**src/rtl/apb_slave_mem.sv**
```systemverilog
// APB completer with a small word-addressed memory, byte strobes, programmable
// wait states and error responses for bad address, misalignment and unprivileged word-0 writes.
module apb_slave_mem #(
  parameter int                       ADDRESS_WIDTH = 32,
  parameter int                       DATA_WIDTH    = 32,
  parameter int                       MEM_DEPTH     = 16,
  parameter logic [ADDRESS_WIDTH-1:0] BASE_ADDR     = '0
) (
  input  logic                      pclk,
  input  logic                      preset,
  input  logic                      psel,
  input  logic                      penable,
  input  logic                      pwrite,
  input  logic [ADDRESS_WIDTH-1:0]  paddr,
  input  logic [DATA_WIDTH-1:0]     pwdata,
  input  logic [DATA_WIDTH/8-1:0]   pstrb,
  input  logic [2:0]                pprot,
  input  logic [3:0]                cfg_wait_states,
  output logic [DATA_WIDTH-1:0]     prdata,
  output logic                      pready,
  output logic                      pslverr
);

  localparam int BYTES     = DATA_WIDTH / 8;
  localparam int LANE_BITS = $clog2(BYTES);
  localparam int IDX_W     = (MEM_DEPTH > 1) ? $clog2(MEM_DEPTH) : 1;
  localparam logic [ADDRESS_WIDTH-1:0] SPAN      = ADDRESS_WIDTH'(MEM_DEPTH * BYTES);
  localparam logic [ADDRESS_WIDTH-1:0] LANE_MASK = ADDRESS_WIDTH'(BYTES - 1);

  typedef enum logic [1:0] {IDLE, SETUP, ACCESS} state_t;

  state_t                   state;
  logic [ADDRESS_WIDTH-1:0] addr_q;
  logic                     write_q;
  logic [DATA_WIDTH-1:0]    wdata_q;
  logic [BYTES-1:0]         strb_q;
  logic                     priv_q;
  logic [3:0]               wait_q;
  logic [3:0]               wait_cnt;
  logic [DATA_WIDTH-1:0]    mem [MEM_DEPTH];

  logic [ADDRESS_WIDTH-1:0] offset;
  logic [IDX_W-1:0]         word_idx;
  logic                     in_range, aligned, priv_err, xfer_err;
  logic [DATA_WIDTH-1:0]    rd_word;
  logic                     start, done_now, wr_en;

  // Only the privilege bit matters; the other protection bits are accepted and dropped.
  logic unused_prot;
  assign unused_prot = ^pprot[2:1];

  always_comb begin
    offset   = addr_q - BASE_ADDR;
    in_range = (addr_q >= BASE_ADDR) && (offset < SPAN);
    aligned  = (addr_q & LANE_MASK) == '0;
    word_idx = IDX_W'(offset >> LANE_BITS);
    priv_err = write_q && (offset == '0) && !priv_q;
    xfer_err = !in_range || !aligned || priv_err;
    rd_word  = in_range ? mem[word_idx] : '0;
  end

  // A new transfer can be latched from IDLE or straight out of a completing cycle.
  assign start    = psel && !penable &&
                    ((state == IDLE) || ((state == ACCESS) && pready));
  assign done_now = ((state == SETUP) && psel && penable && (wait_q == 4'd0)) ||
                    ((state == ACCESS) && psel && !pready && (wait_cnt <= 4'd1) &&
                     (wait_q != 4'd0));
  assign wr_en    = (state == ACCESS) && pready && psel && write_q && !pslverr;

  always_ff @(posedge pclk) begin
    if (preset) begin
      state    <= IDLE;
      wait_cnt <= '0;
      pready   <= 1'b0;
      pslverr  <= 1'b0;
      prdata   <= '0;
      // NOTE: storage is reset word by word because a reset must read back as zero;
      // this keeps the array in flops rather than a RAM macro.
      for (int i = 0; i < MEM_DEPTH; i++) mem[i] <= '0;
    end else begin
      // NOTE: non-blocking assignments let the write below use the old latched
      // address/data even when a back-to-back transfer relatches them on this edge.
      if (wr_en) begin
        for (int b = 0; b < BYTES; b++)
          if (strb_q[b]) mem[word_idx][8*b +: 8] <= wdata_q[8*b +: 8];
      end

      if (start) begin
        addr_q  <= paddr;
        write_q <= pwrite;
        wdata_q <= pwdata;
        strb_q  <= pstrb;
        priv_q  <= pprot[0];
        wait_q  <= cfg_wait_states;
      end

      case (state)
        IDLE:   if (start) state <= SETUP;
        SETUP:  begin
          if (psel && penable) begin
            state    <= ACCESS;
            wait_cnt <= wait_q;
          end else begin
            state <= IDLE;
          end
        end
        ACCESS: begin
          if (!psel)       state <= IDLE;
          else if (pready) state <= start ? SETUP : IDLE;
          else if (wait_cnt > 4'd1) wait_cnt <= wait_cnt - 4'd1;
        end
        default: state <= IDLE;
      endcase

      pready  <= done_now;
      pslverr <= done_now && xfer_err;
      prdata  <= (done_now && !write_q && !xfer_err) ? rd_word : '0;
    end
  end

endmodule

```
**config.mk**
```make
export PLATFORM = sky130hd
export DESIGN_NAME = apb_slave_mem
export DESIGN_NICKNAME = d
export VERILOG_FILES = /design/src/rtl/apb_slave_mem.sv
export SDC_FILE = /design/constraint.sdc
export NUM_CORES = 1
export LEC_CHECK = 0
export CAP_MARGIN = 30
export CORE_ASPECT_RATIO = 0.9
export CORE_MARGIN = 2
export CORE_UTILIZATION = 55
export DETAILED_ROUTE_END_ITERATION = 10
export PLACE_DENSITY = 0.76
export SLEW_MARGIN = 25
export SYNTH_ARGS = -nofsm -noshare
export SYNTH_HDL_FRONTEND = slang
export SYNTH_SLANG_ARGS = --single-unit
```
**constraint.sdc**
```tcl
create_clock -name pclk -period 16.8 [get_ports pclk]
set_input_delay 5.04 -clock pclk [delete_from_list [all_inputs] [get_ports pclk]]
set_output_delay 5.04 -clock pclk [all_outputs]
set_load 0.1 [all_outputs]
```
==> results.toml, run 1 <==
[cells_and_area]
final_nets = 1853
syn_to_final_growth_pct = 13.9
diodes = 0
drive_above_1_share = 0.189

[run_status]
status = "finished, final reports clean"

[synthesis]
synthTopCellsByArea = "edfxtp_1 (66%), and2_1 (12%), mux4_2 (11%), dfxtp_1 (3.0%), a22oi_1 (1.8%)"
synth_top_area_share = 0.657
netlist_area_um2 = 26800
synth_edf_count = 586
synth-seq-area-share = 0.687
synthFlopType = "edfxtp_1"
synth_warnings = 0
synth_area_leader_cell = "edfxtp_1"
synth_most_common_cell = "edfxtp_1"
ys_types = 37
ys_top_cells_by_count = "edfxtp_1 (586), and2_1 (513), mux4_2 (128)"
ys_ff_latch = 626
syn_nets = 1755
syn_avg_cell_area_um2 = 16.0
async_flop_share = 0
syn_inst = 1673

[timing]
timing.setup.tns_ns = 0
fin_crit_ns = 7.36
timing.max_slew.rel_slack = 0.324
finalCritPeriodShare = 0.438
finalClockSkew_ns = 0.0169
rsz0062_at_grt = "false"
worstMarginPinSlew_ns = 1.01
drv_slew = 0
setup_viol = 0
fmax_mhz = 136
hold_viol_final = 0

[min_path]
hp-class = "register to register"
whs_endpoint = "wait_cnt[3]"
hp-start = "wait_cnt[3]"
hold_depth = 2

[drt]
wirelength_um = 59100
drt_iter0_drc = 1587
vias_per_cell = 5.91
vias = 14500
post_drt_wl_per_cell_um = 24.2
drcViolationCount = 0
ant_nets = 0
drt-pass1-iter-count = 5

[placed_design]
gp_congestion = 0.785
hpwl_um = 35400
io_buffers = 111

[critical_path]
cp.arrival_ns = 7.67
r2r_setup_slack_ns = 13.49
r2r-start = "addr_q[4]"
startpoint = "psel"
reg2reg_to = "mem[4][13]"
worst-endpoint-required_ns = 17.10
crit_path_end_kind = "register"
path_class = "input port to register"
setup.worst_path.start_class = "input port"
crit_path_max_fanout = 9
reg2reg_depth = 6

[clocking]
cts-root-buf = "clkbuf_16"
cts_tree = "yes"
numCtsBuffers = 61
clock_latency_ns = 0.63
cts_hold_buf = 0
cts_resized = 0
cts_sinks = 626
cts_max_level = 2
cts_buffer_depth = 3
clk_pin_slew_ns = 0.06
cts_setup_buffers = 0

[grt]
grt-ovfl-total = 0
grt_max_degree = 130
grt_pass1_wl_um = 89100
grtUsageTotal = 0.240
grt_pass1_vias = 15000
antenna_found_initial = 0

[run]
drv_cap = 0

[floorplanning]
die_w_um = 237
initial_utilization = 0.558
die_height_um = 213
row_count = 76
io-pin-count = 114
core_area_um2 = 48000
dieArea_um2 = 50500

[pwr]
p_leak_nw = 10.7
power_density_nw_per_um2 = 108
ir_drop_mv = 0.0760
p_total_mw = 3.28
[routing by layer]
layer / share of wire / vias to the layer above / track usage
met2: 0.49 / 586 / 0.399
li1: - / 6430 / -
met1: 0.40 / 7334 / 0.326
met5: 0 / - / 0
met3: 0.079 / 113 / 0.0411
met4: 0.029 / 0 / 0.0884
[state kept, by name (all words and copies together), names as in the netlist]
signal and count:
addr_q 32, mem 512, prdata 32, pready 1, priv_q 1, pslverr 1, state 2, strb_q 4
wait_cnt 4, wait_q 4, wdata_q 32, write_q 1
[logic make-up (layout without fill, tap and decap cells)]
logic type | after synthesis | count (layout) | share of synthesized area
compound gates | 114 | 114 | 0.0324
buf+inv | 96 | 247 | 0.0149
flops | 626 | 626 | 0.687
fa+ha+maj | 2 | 2 | 0.000934
mux | 128 | 128 | 0.108
simple gates | 707 | 707 | 0.157
[how the worst max path moves through the flow]
stage,slack (ns),end
final,9.44,mem[4][13]
after global routing,9.34,mem[9][30]
after floorplan,2.82,addr_q[0]
after detailed placement,8.82,mem[9][4]
after global placement,8.95,mem[14][13]
after CTS,9.46,mem[9][5]
[layout by cell type (no fill, tap or decap), drive strengths merged, types with 10 or more instances in the layout]
cell	count
dfxtp	40
a21oi	38
clkinv	29
a22oi	64
buf	18
nor2	72
clkbuf	80
nand2	21
edfxtp	586
clkdlybuf4s50	110
mux4	128
nor2b	10
or2	64
and2	513
[critical path: stages]
cell and delay [ns]:
clkdlybuf4s50_1 0.51, nand2b_1 0.24, nor2b_1 0.70, nand2_1 0.22
nor2_1 0.54, or2_2 0.40
[per-stage QoR]
| stage | area [um^2] | utilization | hold WS (ns) | instances | setup WS, ns |
|---|---|---|---|---|---|
| 3_3_place_gp | 28400 | 0.592 | 0.505 | 2330 | 8.95 |
| 4_1_cts | 30500 | 0.635 | 0.525 | 2447 | 9.46 |
| 6_report | 30500 | 0.636 | 0.519 | 2448 | 9.44 |
| 2_1_floorplan | 26800 | - | 0.481 | 1673 | 2.82 |
| 5_1_grt | 30500 | 0.636 | 0.569 | 2448 | 9.34 |
| 3_5_place_dp | 28500 | 0.592 | 0.517 | 2331 | 8.82 |
[area by class of cell]
class / count / area [um^2]
Timing Repair Buffer: 128 / 1270
Sequential cell: 626 / 18400
Tap cell: 624 / 781
Fill cell: 3372 / 17500
Clock inverter: 36 / 330
Clock buffer: 80 / 1720
Multi-Input combinational cell: 951 / 8000
Inverter: 3 / 11.3
[power by group]
group	internal (mW)	total [mW]	switching (mW)
clock network	0.810	1.39	0.581
logic	0.0542	0.121	0.0668
registers	1.75	1.77	0.0217
total	2.61	3.28	0.669
(Power assumes the default switching activity.)
==> inputs of run 2 (changes only) <==
--- a/config.mk
+++ b/config.mk
@@ -8,9 +8,9 @@
 export CAP_MARGIN = 30
 export CORE_ASPECT_RATIO = 0.9
 export CORE_MARGIN = 2
-export CORE_UTILIZATION = 55
+export CORE_UTILIZATION = 60
 export DETAILED_ROUTE_END_ITERATION = 10
-export PLACE_DENSITY = 0.76
+export PLACE_DENSITY = 0.79
 export SLEW_MARGIN = 25
 export SYNTH_ARGS = -nofsm -noshare
 export SYNTH_HDL_FRONTEND = slang
==> constraint.sdc (replaced) <==
create_clock -name pclk -period 7.25 [get_ports pclk]
set_input_delay 2.175 -clock pclk [delete_from_list [all_inputs] [get_ports pclk]]
set_output_delay 2.175 -clock pclk [all_outputs]
set_load 0.1 [all_outputs]
==> results.toml, run 2 (synthesis results as in run 1) <==
[timing]
finalCritPeriodShare = 0.619
fin_ws_ns = 2.76
timing.max_slew.rel_slack = 0.337
drv_slew = 0
rsz0062_at_grt = "false"
hold_viol_final = 0
worstMarginPinSlew_ns = 0.991
setup_viol = 0
timing.setup.tns_ns = 0
finalClockSkew_ns = 0.0121
fmax_mhz = 223
fin_crit_ns = 4.49

[floorplanning]
dieArea_um2 = 46300
core_area_um2 = 44100
row_count = 73
initial_utilization = 0.607
die_height_um = 204
die_w_um = 227
io-pin-count = 114

[cells_and_area]
finalNonFillerCells = 2419
final_common_cell = "edfxtp_1"
regMostFlops = "mem"
diodes = 0
drive_above_1_share = 0.184
layout_common_cells = "edfxtp_1 (586), and2_1 (513), mux4_2 (128)"
largest_reg_flops = 512
syn_to_final_growth_pct = 13.6
n_fill_cell = 2869
final_nets = 1851

[grt]
grt_pass1_vias = 14700
grt_pass1_wl_um = 85700
grtUsageTotal = 0.253
grt-ovfl-total = 0
antenna_found_initial = 1
grt_max_degree = 99

[clocking]
cts_setup_buffers = 0
clock_latency_ns = 0.61
cts_max_level = 2
cts_hold_buf = 0
cts_buffer_depth = 3
clk_pin_slew_ns = 0.06
numCtsBuffers = 60
cts_tree = "yes"
cts_sinks = 626
cts_resized = 0
cts-root-buf = "clkbuf_16"

[run_status]
status = "finished, final reports clean"

[drt]
post_drt_wl_per_cell_um = 23.4
vias = 14300
vias_per_cell = 5.93
drt_iter0_drc = 1595
ant_nets = 0
wirelength_um = 56600
drt-pass1-iter-count = 7
drcViolationCount = 0

[pwr]
ir_drop_mv = 0.177
power_density_nw_per_um2 = 247
p_leak_nw = 10.7

[critical_path]
crit_path_end_kind = "register"
reg2reg_depth = 5
cp_cell_sequence = "clkdlybuf4s50_1, nand2b_1, nor2b_1, nand2_1, nor2_1, or2_1"
worst-endpoint-required_ns = 7.51
worst-path-stages = 6
path_class = "input port to register"
cp.arrival_ns = 4.75
crit_path_max_fanout = 9
setup.worst_path.start_class = "input port"
cp_slowest_cell = "nor2b_1"
cpPeakStageDelay_ns = 0.67
crit_buf_inv = 1
crit_family = "simple AND/OR/NAND/NOR gates"

[min_path]
hp-class = "register to register"
hold_depth = 2

[placed_design]
hpwl_um = 34700
io_buffers = 111
pre_cts_slack_ns = 2.19
gp_congestion = 0.793
dp_cells = 2307

[run]
drv_cap = 0
[run 2: stage by stage]
step                hold slack (ns)  utilization  cell area [um^2]  power [mW]
finish                        0.524        0.689             30400        7.50
global route                  0.565        0.689             30400        7.70
CTS                           0.515        0.689             30400        7.54
detailed placement            0.503        0.644             28400        4.45
global placement              0.499        0.644             28400        4.44
floorplan                     0.481            -             26800        4.32
[run 2: final cells by class]
cell class | instances | area, um^2 | share of cell area
Clock buffer | 98 | 1850 | 0.0607
Clock inverter | 14 | 141 | 0.00465
Inverter | 3 | 11.3 | 0.000370
Multi-Input combinational cell | 951 | 8020 | 0.264
Sequential cell | 626 | 18400 | 0.605
Tap cell | 600 | 751 | 0.0247
Timing Repair Buffer | 127 | 1250 | 0.0411
[run 2: tightest hold or removal path, cell delays in order, from the launching register on]
cell	delay (ns)
dfxtp_1	0.33
o21ai_0	0.08
a21oi_1	0.07
[run 2: metal layers]
metal / vias up / global-route usage / share of wire
met3: 127 / 0.0503 / 0.096
met4: 0 / 0.0945 / 0.036
met2: 652 / 0.401 / 0.48
li1: 6427 / - / -
met5: - / 0 / 0
met1: 7131 / 0.352 / 0.39
[run 2: worst paths after layout]
check	start	to	slack (ns)
max	psel	mem[9][1]	2.76
min	wait_cnt[3]	wait_cnt[3]	0.52
max reg2reg	addr_q[3]	prdata[9]	3.88
min reg2reg	wait_cnt[3]	wait_cnt[3]	0.52
[run 2: where the power goes]
part / internal (mW) / switching (mW)
sequential: 4.05 / 0.0539
combinational: 0.126 / 0.148
clock: 1.83 / 1.30
